--- config.mk ---
export PLATFORM = sky130hd
export DESIGN_NAME = jtopl_pg_seq
export DESIGN_NICKNAME = d
export VERILOG_FILES = /design/src/rtl/jtopl_pg_pkg.sv /design/src/rtl/jtopl_pg_comb.sv /design/src/rtl/jtopl_pg_seq.sv
export SDC_FILE = /design/constraint.sdc
export NUM_CORES = 2
export LEC_CHECK = 0
export CAP_MARGIN = 20
export CORE_MARGIN = 4
export CORE_UTILIZATION = 55
export CTS_CLUSTER_DIAMETER = 30
export DETAILED_ROUTE_END_ITERATION = 10
export PLACE_DENSITY = 0.82
export SYNTH_ARGS = -nofsm -noshare
export SYNTH_HDL_FRONTEND = slang
export SYNTH_SLANG_ARGS = --single-unit
--- constraint.sdc ---
create_clock -name clk -period 7.6 [get_ports clk]
set_clock_uncertainty 0.05 [all_clocks]
set_input_delay 1.14 -clock clk [delete_from_list [all_inputs] [get_ports clk]]
set_output_delay 1.14 -clock clk [all_outputs]
set_load 0.02 [all_outputs]
--- src/rtl/jtopl_pg_pkg.sv ---
// Shared constants, index types and the frequency-multiplier table for the
// OPL phase generator.
package jtopl_pg_pkg;

  localparam int unsigned NSLOT   = 18;
  localparam int unsigned NCH     = 9;
  localparam int unsigned PHASE_W = 20;
  localparam int unsigned PHINC_W = 17;

  typedef logic [4:0] slot_t;
  typedef logic [3:0] ch_t;

  // MULT register to integer factor; code 0 is a half step handled in the datapath.
  function automatic logic [3:0] mul_factor(input logic [3:0] mul);
    logic [3:0] f;
    case (mul)
      4'd0:         f = 4'd1;
      4'd11:        f = 4'd10;
      4'd13:        f = 4'd12;
      4'd14, 4'd15: f = 4'd15;
      default:      f = mul;
    endcase
    return f;
  endfunction

endpackage

--- src/rtl/jtopl_pg_comb.sv ---
// Per-slot phase arithmetic: vibrato/block scaling feeds stage A, the
// multiplier and accumulator feed stage B.
module jtopl_pg_comb
  import jtopl_pg_pkg::*;
(
  input  logic [9:0]         fnum,
  input  logic [2:0]         block,
  input  logic               viben,
  input  logic [4:0]         lfo_mod,
  input  logic               vib_dep,
  output logic [3:0]         keycode,
  output logic [PHINC_W-1:0] phinc_out,
  input  logic [3:0]         mul,
  input  logic [PHASE_W-1:0] phase_in,
  input  logic [PHINC_W-1:0] phinc_in,
  input  logic               pg_rst,
  output logic [PHASE_W-1:0] phase_out,
  output logic [9:0]         phase_op
);

  logic [6:0]         vib_prod;
  logic [6:0]         vib_mag;
  logic [10:0]        fnum_mod;
  logic [PHASE_W-1:0] scaled;

  assign keycode = {block, fnum[9]};

  always_comb begin
    // Vibrato depth tracks the top fnum bits; lfo_mod[4] selects the sign.
    vib_prod = 7'(lfo_mod[3:0]) * 7'(fnum[9:7]);
    vib_mag  = vib_dep ? (vib_prod >> 3) : (vib_prod >> 4);
    fnum_mod = {1'b0, fnum};
    if (viben) begin
      fnum_mod = lfo_mod[4] ? fnum_mod - {4'b0, vib_mag} : fnum_mod + {4'b0, vib_mag};
    end
    phinc_out = PHINC_W'(({7'b0, fnum_mod} << block) >> 1);
  end

  always_comb begin
    if (mul == 4'd0) begin
      scaled = {3'b0, phinc_in} >> 1;
    end else begin
      scaled = {3'b0, phinc_in} * {16'b0, mul_factor(mul)};
    end
    phase_out = pg_rst ? '0 : phase_in + scaled;
    phase_op  = phase_out[PHASE_W-1:PHASE_W-10];
  end

endmodule

--- src/rtl/jtopl_pg_seq.sv ---
// Time-multiplexed phase generator for 18 slots with key-on phase reset.
// Define JTOPL_PG_DBG_EN to build the dbg_slot -> dbg_phase read mux.
module jtopl_pg_seq
  import jtopl_pg_pkg::*;
(
  input  logic               clk,
  input  logic               rst,
  input  logic               cenop,
  input  logic               wr_ch_en,
  input  logic [3:0]         wr_ch,
  input  logic [9:0]         wr_fnum,
  input  logic [2:0]         wr_block,
  input  logic               wr_op_en,
  input  logic [4:0]         wr_slot,
  input  logic [3:0]         wr_mul,
  input  logic               wr_viben,
  input  logic [4:0]         lfo_mod,
  input  logic               vib_dep,
  input  logic               kon_req,
  input  logic [3:0]         kon_ch,
  output logic               kon_ack,
  output logic [9:0]         phase_op,
  output logic [4:0]         op_slot,
  output logic [3:0]         keycode,
  output logic               zero,
  input  logic [4:0]         dbg_slot,
  output logic [PHASE_W-1:0] dbg_phase
);

  slot_t              cnt_q;
  ch_t                ch_cur;
  logic [9:0]         fnum_q  [NCH];
  logic [2:0]         block_q [NCH];
  logic [3:0]         mul_q   [NSLOT];
  logic [NSLOT-1:0]   viben_q;
  logic [PHASE_W-1:0] phase_q [NSLOT];
  logic [NSLOT-1:0]   pend_q, pend_d, pend_set, pend_clr;

  logic               a_valid_q, a_rst_q;
  logic [PHINC_W-1:0] a_phinc_q;
  logic [3:0]         a_mul_q, a_kc_q;
  slot_t              a_slot_q;

  logic [3:0]         kc_a;
  logic [PHINC_W-1:0] phinc_a;
  logic [PHASE_W-1:0] phase_b;
  logic [9:0]         op_b;
  logic               kon_acc, kon_hit;

  assign ch_cur = cnt_q[4:1];
  assign zero   = (cnt_q == '0);

  jtopl_pg_comb u_comb (
    .fnum      (fnum_q[ch_cur]),
    .block     (block_q[ch_cur]),
    .viben     (viben_q[cnt_q]),
    .lfo_mod   (lfo_mod),
    .vib_dep   (vib_dep),
    .keycode   (kc_a),
    .phinc_out (phinc_a),
    .mul       (a_mul_q),
    .phase_in  (phase_q[a_slot_q]),
    .phinc_in  (a_phinc_q),
    .pg_rst    (a_rst_q),
    .phase_out (phase_b),
    .phase_op  (op_b)
  );

  always_ff @(posedge clk) begin
    if (rst) begin
      for (int i = 0; i < NCH; i++) begin
        fnum_q[i]  <= '0;
        block_q[i] <= '0;
      end
      for (int i = 0; i < NSLOT; i++) mul_q[i] <= '0;
      viben_q <= '0;
    end else begin
      if (wr_ch_en && wr_ch < ch_t'(NCH)) begin
        fnum_q[wr_ch]  <= wr_fnum;
        block_q[wr_ch] <= wr_block;
      end
      if (wr_op_en && wr_slot < slot_t'(NSLOT)) begin
        mul_q[wr_slot]   <= wr_mul;
        viben_q[wr_slot] <= wr_viben;
      end
    end
  end

  // Stage A captures slot cnt_q; stage B retires the slot captured on the previous tick.
  always_ff @(posedge clk) begin
    if (rst) begin
      cnt_q     <= '0;
      a_valid_q <= 1'b0;
      a_rst_q   <= 1'b0;
      a_phinc_q <= '0;
      a_mul_q   <= '0;
      a_kc_q    <= '0;
      a_slot_q  <= '0;
      phase_op  <= '0;
      op_slot   <= '0;
      keycode   <= '0;
      for (int i = 0; i < NSLOT; i++) phase_q[i] <= '0;
    end else if (cenop) begin
      cnt_q     <= (cnt_q == slot_t'(NSLOT - 1)) ? '0 : cnt_q + 5'd1;
      a_valid_q <= 1'b1;
      a_rst_q   <= pend_q[cnt_q];
      a_phinc_q <= phinc_a;
      a_mul_q   <= mul_q[cnt_q];
      a_kc_q    <= kc_a;
      a_slot_q  <= cnt_q;
      if (a_valid_q) begin
        phase_q[a_slot_q] <= phase_b;
        phase_op          <= op_b;
        keycode           <= a_kc_q;
        op_slot           <= a_slot_q;
      end
    end
  end

  assign kon_acc = kon_req & ~kon_ack;
  assign kon_hit = kon_acc & (kon_ch < ch_t'(NCH));

  // A set landing on the same edge as the stage-B clear wins.
  always_comb begin
    pend_clr = '0;
    pend_set = '0;
    if (cenop && a_valid_q) pend_clr[a_slot_q] = 1'b1;
    if (kon_hit) begin
      pend_set[{kon_ch, 1'b0}] = 1'b1;
      pend_set[{kon_ch, 1'b1}] = 1'b1;
    end
    pend_d = (pend_q & ~pend_clr) | pend_set;
  end

  always_ff @(posedge clk) begin
    if (rst) begin
      pend_q  <= '0;
      kon_ack <= 1'b0;
    end else begin
      pend_q  <= pend_d;
      kon_ack <= kon_acc;
    end
  end

`ifdef JTOPL_PG_DBG_EN
  assign dbg_phase = (dbg_slot < slot_t'(NSLOT)) ? phase_q[dbg_slot] : '0;
`else
  logic unused_dbg_slot;
  assign unused_dbg_slot = ^dbg_slot;
  assign dbg_phase       = '0;
`endif

endmodule

* After elaboration in Yosys (flattened, before gate mapping)
Memories as Yosys holds them, arrays and structs flattened. A register that Yosys moved wholly into a read port is not among the register bits.
Cells that the tools add are included.
** Operators by class
- $mul :: 2
- Multiplexer cells :: 53
- Bitwise operators :: 7
- Add/sub/neg operators :: 4
- Eq/ne operators :: 5
- Shift operators :: 1
- $lt $le $gt $ge :: 12
- Reductions and logical operators :: 15
** Operators by type and width (number)
- $mux W20 :: 3
- $mux W18 :: 2
- $mux W4 :: 9
- $lt A5 B6 Y1 const B :: 5
- $mux W5 :: 5
- $mux W1 :: 22
- $mux W11 :: 2
- $add A20 B20 Y20 :: 1
- $ge A5 B1 Y1 const B :: 4
- $mul A17 B4 Y20 :: 1
- $reduce_or A20 Y1 :: 1
- $and A18 B18 Y18 :: 1
- $bwmux W18 :: 1
- $not A18 Y18 :: 1
- $or A17 B18 Y18 :: 1
- $or A18 B18 Y18 :: 1
- $shl A11 B3 Y18 :: 1
- $eq A4 B4 Y1 const B :: 4
- $pmux W4 S3 :: 1
- $add A10 B7 Y11 :: 1
- $sub A10 B7 Y11 :: 1
- $bmux W1 S5 :: 2
- $demux W1 S5 :: 2
- $mux W10 :: 1
- other kinds (17) :: 26
** Word-level totals
- Bits in writable memories :: 549
- Flip-flop bits (word level) :: 89
- Output and inout bits :: 41
- Input port bits :: 48
- Memories :: 4
** Memory list
- phase_q :: words 18, width 20, read ports 1, clocked after Yosys merged registers in 1, write ports 18, RTL line jtopl_pg_seq.sv:36 : logic [PHASE_W-1:0] phase_q [NSLOT];
- fnum_q :: words 9, width 10, read ports 1, clocked after Yosys merged registers in 1, write ports 9, RTL line jtopl_pg_seq.sv:32 : logic [9:0] fnum_q [NCH];
- mul_q :: words 18, width 4, read ports 1, clocked after Yosys merged registers in 1, write ports 18, RTL line jtopl_pg_seq.sv:34 : logic [3:0] mul_q [NSLOT];
- block_q :: words 9, width 3, read ports 1, clocked after Yosys merged registers in 1, write ports 9, RTL line jtopl_pg_seq.sv:33 : logic [2:0] block_q [NCH];

* Logic depth before layout (Yosys ltp)
- Word-level depth :: 9
- Gate-level depth with buffers :: 28
- Depth with buffers taken out :: 27

* Modules after synthesis
Synthesis repeated with hierarchy kept, for this count alone.
** Unflattened totals
- Cell total of the unflattened synthesis :: 3271
- Area total of the unflattened synthesis :: 48957.0 µm²
** Modules (own cells, without submodules)
- jtopl_pg_seq :: times used 1, area an instance 44291.2 µm², seq. area each 31350.1 µm², cells an instance 2624
- jtopl_pg_comb :: times used 1, area an instance 4665.7 µm², seq. area each 0.0 µm², cells an instance 647

* Worst setup path after synthesis
OpenSTA, ideal clock, no wires.
- Kind :: register to register
- From :: register with a tool-made name
- To :: memory phase_q[17][14] (data pin)
- Library setup time :: 303 ps
- Stages on the path, launching flop included :: 21
- Path buffers :: 5
- Data required time :: 7247 ps
- Arrival time :: 5984 ps
- Slack :: 1263 ps
- Cell sequence :: dfxtp_1 > clkbuf_1 > clkbuf_1 > clkbuf_1 > buf_1 > mux4_2 > mux4_2 > mux2_2 > ha_1 > fa_1 > a21o_1 > a21oi_1 > o21bai_1 > a21oi_1 > o2111ai_1 > nand3_1 > o21bai_1 > a21oi_1 > xor2_1 > clkbuf_1 > nor2_1
** RTL lines (RTL line)
- end: declaration :: jtopl_pg_seq.sv:36

==> results.md <==
- The layout has 5693 filler cells.
- Setup repair after global routing left no endpoint under its margin.
- STA classifies the critical path startpoint as a flop.
- The floorplan step defined a core boundary enclosing 87300 um^2.
- The tightest hold margin is 0.392 ns.
- On the critical path the largest part of the delay comes from compound AO/OA/AOI/OAI gates.
- The final period demand of the worst path is 7.06 ns.
- Counting flops and latches in the post-synthesis netlist gives 1078.
- The peak fanout along the critical path is 21.
- The type of the tightest min-delay check is flop to flop.
- The total length of routed wires is 125 mm.
- Gates resized during post-CTS repair numbered 0.
- The via count of the first global-routing pass came to 31000.
- The netlist uses 76 different library cells.
- The detailed-router iteration count before antenna repair is 8.
- The post-layout net count is 3687.
- The root buffer cell chosen for the clock tree is sky130_fd_sc_hd__clkbuf_16.
- The number of CTS-inserted buffers is 183.
- The final estimated routing congestion in global placement is 0.869.
- The worst setup path is captured at a flop.
- Dividing the synthesized area by the synthesized cell count gives 15.0 um^2.
- At the pin with the least slew margin, the transition time is 1.28 ns.
- The die is 305 um wide.
- The wire length of the first global-routing pass is 188 mm.
- The arrival time reported for the critical path endpoint is 7.51 ns.
- The final max-slew violation count is 0.
- Measured against its own limit, the worst slew margin works out to 14.3%.
- The count of standard-cell rows is 108.
- Max-cap violations in this run came to 0.
- By startpoint and endpoint, the worst setup path is classified as flop to flop.
- The post-detailed-route via-to-cell ratio is 6.20.
- The final design utilization is 66.1%.
- The detailed-placement wirelength estimate is 69.8 mm.
- Adding up every negative setup slack in the final design gives 0 ns.
- The Yosys step of the flow raised 0 warnings.
- The number of antenna violations at the first check in global routing is 3.
- Once the clock tree was built, the setup fixing pass inserted 0 buffers.
- The worst endpoint required time is 8.05 ns.
- During I/O placement, the number of pins put on the boundary was 89.
- The count of placed standard cells in the final layout, fillers left out is 4859.
- The number of buffer and inverter instances along the worst setup path is 2.
- The number of endpoints failing setup at the final stage is 0.
- The worst-case IR drop observed on VDD is 237 uV.
- The maximum number of pins on one net before global-route repair is 55.
- The growth of design area from synthesis to finish is 18.6%.
- The delay contributed by the slowest stage of the critical path is 0.71 ns.
- The final count of hold timing violations came to 0.
- The instance count of the mapped netlist is 3253.
- In this run, the number of DRC markers left after iteration 0 of detailed routing was 3955.
- The proportion of register bits with asynchronous set or reset after synthesis is 0%.
- The CTS tree is yes.
- Among all flip-flop cells after synthesis, the most frequent one is sky130_fd_sc_hd__edfxtp_1.
- CTS saw 1078 sinks.
- The overall global routing resource usage is 26.8%.
- Cells with a size suffix above 1 make up 21.8% of the layout.
- Setup slack on the critical path of the routed design comes to 0.543 ns.
- The total via count after detailed routing is 30100.
- The largest individual stage delay along the critical path comes from the cell sky130_fd_sc_hd__dfxtp_1.
- In this run the tool buffered the top-level ports with 63 buffer cells.
- In this run the vertical extent of the chip is 305 um.
- The post-route fraction of the period consumed by the critical path is 92.9%.
- The cell count after placement is 4504.
- The H-tree was split into 4 levels.
- The flow ran to the end, and the final reports show no timing, DRC or antenna violations.
- The detailed-route wire length per cell is 25.8 um.
- The clock passes through at most 3 buffers.
- After clock tree synthesis, the clock-pin slew on the worst setup and hold paths is 0.06 ns.
- For this run, design rule violations remaining after detail routing come to 0.
- Summed over all layers, the global routing overflow is 0.
- The synthesized design contains 976 enable-type register cells.
- The residual antenna-violating net count after detailed routing is 0.
- The share of the yosys chip area belonging to registers is 64.4%.
- The netlist area before placement is 48600 um^2.
- In this run the power density over the cells is 283 nW/um^2.
- The starting density of the core is 55.7%.
- The most numerous cell type found on the critical path is sky130_fd_sc_hd__fa_1.
- The post-route cell area is 57700 um^2.
- After clock tree synthesis, the flow added hold-fix buffers numbering 0.
- The standard cell area after detailed placement is 51200 um^2.
- The analysis attributes to cell leakage a power of 20.1 nW.
- The die area is 93300 um^2.
- The total power of the final layout is 16.3 mW.
- The clock reaches the later pin of the worst-skew pair after 0.79 ns.
- Static timing analysis puts the maximum clock frequency at 142 MHz.
- The setup slack after placement is 0.675 ns.
final timing paths:
path,cells after the start,endpoint,from,slack (ns)
max,25,phase_q[15][19]$_SDFFCE_PN0P_,a_mul_q[1]$_SDFFE_PP0P_,0.54
min,2,phase_op[0]$_SDFFE_PP0P_,phase_op[0]$_SDFFE_PP0P_,0.39
max reg2reg,25,phase_q[15][19]$_SDFFCE_PN0P_,a_mul_q[1]$_SDFFE_PP0P_,0.54
min reg2reg,2,phase_op[0]$_SDFFE_PP0P_,phase_op[0]$_SDFFE_PP0P_,0.39
area by class of cell:
cell class	count	area, um^2	area share [%]
clock buffers	200	4730	8.20
clock inverters	144	1600	2.78
repair buffers	157	1440	2.50
inverters	108	405	0.703
well taps	1155	1450	2.50
multi-input cells	2015	16700	28.9
flip-flops and latches	1078	31400	54.4
diodes	2	5.00	0.00867
Yosys cell counts, types with 34 or more instances:
cell | count | share of area, %
sky130_fd_sc_hd__nor3_1 | 59 | 0.61
sky130_fd_sc_hd__nand2_1 | 207 | 1.6
sky130_fd_sc_hd__inv_1 | 97 | 0.75
sky130_fd_sc_hd__fa_1 | 35 | 1.4
sky130_fd_sc_hd__mux2i_1 | 44 | 0.91
sky130_fd_sc_hd__and2_1 | 174 | 2.2
sky130_fd_sc_hd__mux4_2 | 307 | 14
sky130_fd_sc_hd__edfxtp_1 | 976 | 60
sky130_fd_sc_hd__ha_1 | 61 | 1.6
sky130_fd_sc_hd__a21oi_1 | 76 | 0.78
sky130_fd_sc_hd__buf_1 | 34 | 0.26
sky130_fd_sc_hd__nor2_1 | 512 | 4.0
sky130_fd_sc_hd__nand3_1 | 37 | 0.38
sky130_fd_sc_hd__o21ai_0 | 57 | 0.59
sky130_fd_sc_hd__clkbuf_1 | 152 | 1.2
sky130_fd_sc_hd__dfxtp_1 | 102 | 4.2
state kept, by name (all words and copies together), names as in the netlist, named ones only:
| register | cells |
|---|---|
| pend_q | 18 |
| a_rst_q | 1 |
| a_mul_q | 4 |
| mul_q | 128 |
| viben_q | 18 |
| op_slot | 5 |
| a_phinc_q | 17 |
| phase_op | 10 |
| a_valid_q | 1 |
| a_kc_q | 4 |
| cnt_q | 5 |
| kon_ack | 1 |
| keycode | 4 |
| fnum_q | 160 |
| block_q | 48 |
| phase_q | 640 |
| a_slot_q | 5 |
metal layers:
layer  up-vias  part of all wire [%]  GRT usage (%)  wire (um)
li1      12700                     -              -          -
met5         -                0.0096              0         12
met4         2                   5.0           13.4       6210
met2      2075                    49           43.1      61400
met3       406                    11           6.35      13300
met1     15000                    35           34.7      44500
layout by cell type, fill, tap and decap left out, types with 26 or more instances in the layout:
master | synthesis | layout
sky130_fd_sc_hd__nor2_1 | 512 | 493
sky130_fd_sc_hd__inv_1 | 97 | 97
sky130_fd_sc_hd__conb_1 | 1 | 167
sky130_fd_sc_hd__o21ai_0 | 57 | 51
sky130_fd_sc_hd__and2_1 | 174 | 174
sky130_fd_sc_hd__nor3_1 | 59 | 59
sky130_fd_sc_hd__clkinvlp_4 | 0 | 26
sky130_fd_sc_hd__o21ai_1 | 30 | 33
sky130_fd_sc_hd__mux2_2 | 30 | 30
sky130_fd_sc_hd__edfxtp_1 | 976 | 976
sky130_fd_sc_hd__nand2_1 | 207 | 207
sky130_fd_sc_hd__mux4_2 | 307 | 307
sky130_fd_sc_hd__a21oi_1 | 76 | 76
sky130_fd_sc_hd__xnor2_1 | 26 | 26
sky130_fd_sc_hd__buf_4 | 21 | 84
sky130_fd_sc_hd__fa_1 | 35 | 35
sky130_fd_sc_hd__dfxtp_1 | 102 | 94
sky130_fd_sc_hd__ha_1 | 61 | 61
sky130_fd_sc_hd__nand3_1 | 37 | 37
sky130_fd_sc_hd__clkdlybuf4s50_1 | 0 | 61
sky130_fd_sc_hd__mux2i_1 | 44 | 43
sky130_fd_sc_hd__clkbuf_16 | 0 | 187
sky130_fd_sc_hd__clkinv_2 | 0 | 28
kinds of logic after synthesis:
family / synth area share [%]
flip-flops: 64.4
AND/OR/NAND/NOR: 10.0
multiplexers: 15.9
buffers and inverters: 2.72
AO/OA/AOI/OAI: 3.16
adder cells (fa/ha/maj): 3.01
XOR/XNOR: 0.808
other: 0.00771
tightest hold or removal path, stage by stage (launching register included):
cell and delay, ns:
sky130_fd_sc_hd__dfxtp_1 0.31, sky130_fd_sc_hd__nand2_1 0.05, sky130_fd_sc_hd__nand2_1 0.04
power breakdown:
part	leakage [nW]	switching, mW	total (mW)	internal [mW]
clock	3.03	3.07	8.35	5.28
sequential	10.5	0.107	6.78	6.67
combinational	6.63	0.707	1.18	0.477
total	20.1	3.88	16.3	12.4
Power figures use the tool's default switching activity.
